$ cat src/rtl/data_memory_arbiter.sv
// Round-robin arbiter between the load/store unit (port 0) and the loader/debug DMA (port 1)
// for a single-port byte-enabled data memory, with registered responses and optional zero-fill.
module data_memory_arbiter #(
  parameter int DATA_BITS      = 12,
  parameter bit CLEAR_ON_RESET = 1'b0
) (
  input  logic                 clock,
  input  logic                 reset,
  input  logic [1:0]           req_valid,
  output logic [1:0]           req_ready,
  input  logic [1:0]           req_wren,
  input  logic [63:0]          req_addr,
  input  logic [7:0]           req_byteena,
  input  logic [63:0]          req_data,
  output logic [1:0]           rsp_valid,
  output logic [31:0]          rsp_data,
  output logic                 rsp_error,
  output logic                 busy,
  output logic [DATA_BITS-3:0] mem_address,
  output logic [3:0]           mem_byteena,
  output logic [31:0]          mem_data,
  output logic                 mem_wren,
  input  logic [31:0]          mem_q
);

  localparam int AW = DATA_BITS - 2;

  typedef enum logic {CLEAR, SERVE} state_t;

  state_t        state, state_next;
  logic [AW-1:0] count;
  logic          ptr;
  logic          sel;
  logic          fire;
  logic          in_range;
  logic [31:0]   sel_addr;
  logic [31:0]   sel_data;
  logic [3:0]    sel_byteena;
  logic          sel_wren;

  // A lone requester always wins; the pointer only breaks ties.
  always_comb begin
    sel = ptr;
    if (req_valid == 2'b01)      sel = 1'b0;
    else if (req_valid == 2'b10) sel = 1'b1;
  end

  assign sel_addr    = sel ? req_addr[63:32]   : req_addr[31:0];
  assign sel_data    = sel ? req_data[63:32]   : req_data[31:0];
  assign sel_byteena = sel ? req_byteena[7:4]  : req_byteena[3:0];
  assign sel_wren    = sel ? req_wren[1]       : req_wren[0];
  assign in_range    = (sel_addr >> DATA_BITS) == 32'd0;
  assign busy        = (state == CLEAR);

  // NOTE: every output of this block gets a default first, so no path can infer a latch.
  always_comb begin
    state_next  = state;
    req_ready   = 2'b00;
    fire        = 1'b0;
    mem_address = '0;
    mem_byteena = 4'h0;
    mem_data    = 32'h0;
    mem_wren    = 1'b0;
    case (state)
      CLEAR: begin
        mem_wren    = 1'b1;
        mem_byteena = 4'hF;
        mem_address = count;
        if (count == '1) state_next = SERVE;
      end
      SERVE: begin
        if (|req_valid) begin
          fire      = 1'b1;
          req_ready = sel ? 2'b10 : 2'b01;
          if (in_range) begin
            mem_address = sel_addr[DATA_BITS-1:2];
            mem_byteena = sel_byteena;
            mem_data    = sel_data;
            mem_wren    = sel_wren;
          end
        end
      end
      default: state_next = SERVE;
    endcase
  end

  // NOTE: sequential state uses non-blocking assignments so every register samples pre-edge values.
  always_ff @(posedge clock or posedge reset) begin
    if (reset) begin
      state     <= CLEAR_ON_RESET ? CLEAR : SERVE;
      count     <= '0;
      ptr       <= 1'b0;
      rsp_valid <= 2'b00;
      rsp_data  <= 32'h0;
      rsp_error <= 1'b0;
    end else begin
      state     <= state_next;
      if (state == CLEAR) count <= count + 1'b1;
      if (fire) ptr <= ~sel;
      rsp_valid <= req_ready;
      rsp_error <= fire & ~in_range;
      rsp_data  <= (fire && in_range && !sel_wren) ? mem_q : 32'h0;
    end
  end

endmodule
$ cat config.mk
export PLATFORM = sky130hd
export DESIGN_NAME = data_memory_arbiter
export DESIGN_NICKNAME = d
export VERILOG_FILES = /design/src/rtl/data_memory_arbiter.sv
export SDC_FILE = /design/constraint.sdc
export NUM_CORES = 1
export LEC_CHECK = 0
export BUFFER_PORTS_ARGS = -buffer_cell sky130_fd_sc_hd__buf_2
export CORE_AREA = 5 5 96 98
export DETAILED_ROUTE_END_ITERATION = 10
export DIE_AREA = 0 0 101 103
export GPL_ROUTABILITY_DRIVEN = 0
export GPL_TIMING_DRIVEN = 0
export MAX_ROUTING_LAYER = met4
export PLACE_DENSITY = 0.74
export SYNTH_ARGS = -nofsm -noshare
export SYNTH_HDL_FRONTEND = slang
export SYNTH_SLANG_ARGS = --single-unit
$ cat constraint.sdc
create_clock -name clock -period 2.35 [get_ports clock]
set_clock_uncertainty 0.1 [all_clocks]
set_input_delay 0 -clock clock [delete_from_list [all_inputs] [get_ports clock]]
set_output_delay 0 -clock clock [all_outputs]
set_load 0.1 [all_outputs]
==> results.sh <==
export IMPL_nets=773
export IMPL_crit_path_top_delay_cell="dfrtp_1"
export IMPL_grt_max_degree=29
export IMPL_yosys_warnings=0
export IMPL_port_buffers=254
export IMPL_hold_viol=0
export IMPL_power_density_nw_per_um2=321
export IMPL_die_h_um=103
export IMPL_synth_edf_count=0
export IMPL_rsz0062_at_grt="true"
export IMPL_yosys_area_share_adder=0.0136
export IMPL_cp_num_buf_inv=2
export IMPL_dp_cells=656
export IMPL_max_cap_violations=0
export IMPL_clk_pin_slew_ns=0.10
export IMPL_diodes=0
export IMPL_synth_ff_type="dfrtp_1"
export IMPL_worst_path_max_fanout=10
export IMPL_final_cells=707
export IMPL_cts_tree="yes"
export IMPL_critPathKind="reg -> out"
export IMPL_synth_xor_area_share=0.0307
export IMPL_routed_wl_um=12000
export IMPL_drc=0
export IMPL_layout_drive_gt1_share=0.558
export IMPL_slew_viol_final=0
export IMPL_syn_avg_cell_area_um2=8.76
export IMPL_post_drt_via_cell_ratio=4.94
export IMPL_worstMarginPinSlew_ns=0.972
export IMPL_cp_cell_sequence="maj3_2 > nor3_4 > o21bai_4 > buf_8 > a21oi_1 > buf_6"
export IMPL_cts_htree_levels=2
export IMPL_synth_area_leaders="dfrtp_1, nand2_1, and3_1"
export IMPL_placed_area_um2=4110
export IMPL_cts_buffers=5
export IMPL_cts_sinks=47
export IMPL_antenna_found_initial=0
export IMPL_finalCritPeriodShare=1.00
export IMPL_relSlewSlack=0.352
export IMPL_yosys_area_top_type="dfrtp_1"
export IMPL_track_usage=0.209
export IMPL_area_growth_pct=108
export IMPL_initial_core_util=0.306
export IMPL_required_ns=2.25
export IMPL_p_leak_nw=2.81
export IMPL_yosys_area_share_simple=0.250
export IMPL_finalWorstPathRequiredPeriod_ns=2.35
export IMPL_worst_ep_arrival_time_ns=2.25
export IMPL_dr_wl_met3_um=882
export IMPL_root_buffer="clkbuf_8"
export IMPL_muxShareOfSynthArea=0.0521
export IMPL_wire_per_inst_um=17.0
export IMPL_clkLatencyLatePin_ns=0.30
export IMPL_highest_layer="met4"
export IMPL_io_pins=259
export IMPL_synthesis_area_um2=2570
export IMPL_final_common_cell="buf_2"
export IMPL_wl_met2_um=6810
export IMPL_critPathCaptureType="primary output"
export IMPL_cp_slowest_stage_delay_ns=0.43
export IMPL_clockBufferDepth=2
export IMPL_synth_compound_area_share=0.136
export IMPL_worstSetupStartpointType="flop"
export IMPL_postLayoutCellArea_um2=5350
export IMPL_drt_iter0_markers=85
export IMPL_async_flop_share=1.00
export IMPL_yosysSeqAreaShare=0.459
export IMPL_ir_drop_uv=301
export IMPL_met1_length_um=3960
export IMPL_clock_fmax_mhz=426
export IMPL_hp_class="in -> async"
export IMPL_grt_pass1_wl_um=16700
export IMPL_fillers=691
export IMPL_syn_inst=293
export IMPL_antenna_violating_nets_post_route=0
export IMPL_place_hpwl_um=8540
export IMPL_hold_slack_ns=0.154
export IMPL_dieArea_um2=10400
export IMPL_core_um2=8380
export IMPL_synth_distinct_cells=34
export IMPL_synth_seq_cells=47
export IMPL_vias=3493
export IMPL_setup_viol=0
export IMPL_synth_top_family_by_area="simple AND/OR/NAND/NOR gates"
export IMPL_grt_overflow_total=0
export IMPL_row_count=34
export IMPL_syn_num_nets=468
export IMPL_layout_common_cells="buf_2, nand2_1, dfrtp_1, dlygate4sd3_1, and3_1"
export IMPL_first_global_vias=3556
export IMPL_firstDrtPassIters=4
export IMPL_die_x_um=101
export IMPL_yosysTopAreaCellShare=0.448
export IMPL_crit_family="buffers and inverters"
export IMPL_outcome="completed"
[cell usage after synthesis (all sizes together) (5+ instances only)]
cell type	count
xnor2	9
o31ai	5
a21oi	37
and3	32
nand2	68
o22ai	10
nor4	10
clkbuf	8
mux2i	11
dfrtp	46
nand3	6
inv	12
nor3	8
buf	12
[power by group]
group          total, mW  switching (mW)  internal, mW
logic              0.382           0.185         0.197
clock network      0.522           0.301         0.221
registers          0.810         0.00107         0.809
[registers in the layout, summed over array words and instances, names as in the netlist]
name and flops:
rsp_valid 2, rsp_error 1, state 1, rsp_data 32, ptr 1, count 10
[area by class of cell]
type	count	area, um^2	share of cell area
clock inverters	3	27.5	0.00515
well taps	108	135	0.0253
inverters	12	45.0	0.00842
clock buffers	5	68.8	0.0129
flip-flops and latches	47	1180	0.220
repair buffers	299	2240	0.419
plain buffers	19	139	0.0260
multi-input cells	214	1520	0.284
[worst paths after layout]
check	slack, ns	end	cells past startpoint	start
worst min register to register	0.39	count[4]	1	count[4]
max in group asynchronous	1.49	rsp_data[20]	4	reset
min in group clock	0.16	rsp_error	6	req_addr[15]
worst min-delay path	0.15	count[2]	3	reset
worst max-delay path	0.0006	mem_data[31]	6	ptr
worst max register to register	0.02	rsp_data[31]	7	ptr
[cells by family (layout without fill, tap and decap cells)]
family,count (synthesis),in the layout
muxes,12,12
xor gates and xnor gates,9,9
buffers and inverters,32,338
AOI/OAI and AO/OA,60,60
DFF,47,47
and+or+nand+nor,130,130
adders and majority gates,3,3
[worst register-to-register path: cells and delay by family (launching register included)]
family                   cells  cell delay (ns)
AND/OR/NAND/NOR              2             0.45
buffers and inverters        3             0.79
adder cells (fa/ha/maj)      1             0.35
AO/OA/AOI/OAI                1             0.17
flip-flops                   1             0.42
[per-layer routing]
layer / up-vias / global-route usage
li1: 1630 / -
met1: 1647 / 0.208
met2: 178 / 0.403
met3: 38 / 0.0453
met4: 0 / 0.0644
met5: - / -
[what timing repair did]
action / 4_1_cts / 5_1_grt
hold endpoints to repair: 81 / 0
setup endpoints to repair: 47 / 49
resized for setup: 71 / 124
setup buffers: 2 / 2
pin swaps: 2 / 4
hold buffers: 40 / 0
[through the flow]
| step | TNS, ns | setup slack [ns] | util | total power [mW] |
|---|---|---|---|---|
| 2_1_floorplan | -16.01 | -0.597 | - | 0.957 |
| 3_3_place_gp | -0.326 | -0.0557 | 0.489 | 1.12 |
| 3_5_place_dp | -1.06 | -0.0653 | 0.491 | 1.13 |
| 4_1_cts | -0.0123 | -0.00747 | 0.577 | 1.72 |
| 5_1_grt | -1.69 | -0.107 | 0.638 | 1.81 |
| 6_report | 0 | 0.000592 | 0.638 | 1.71 |
Power figures use the tool's default switching activity.
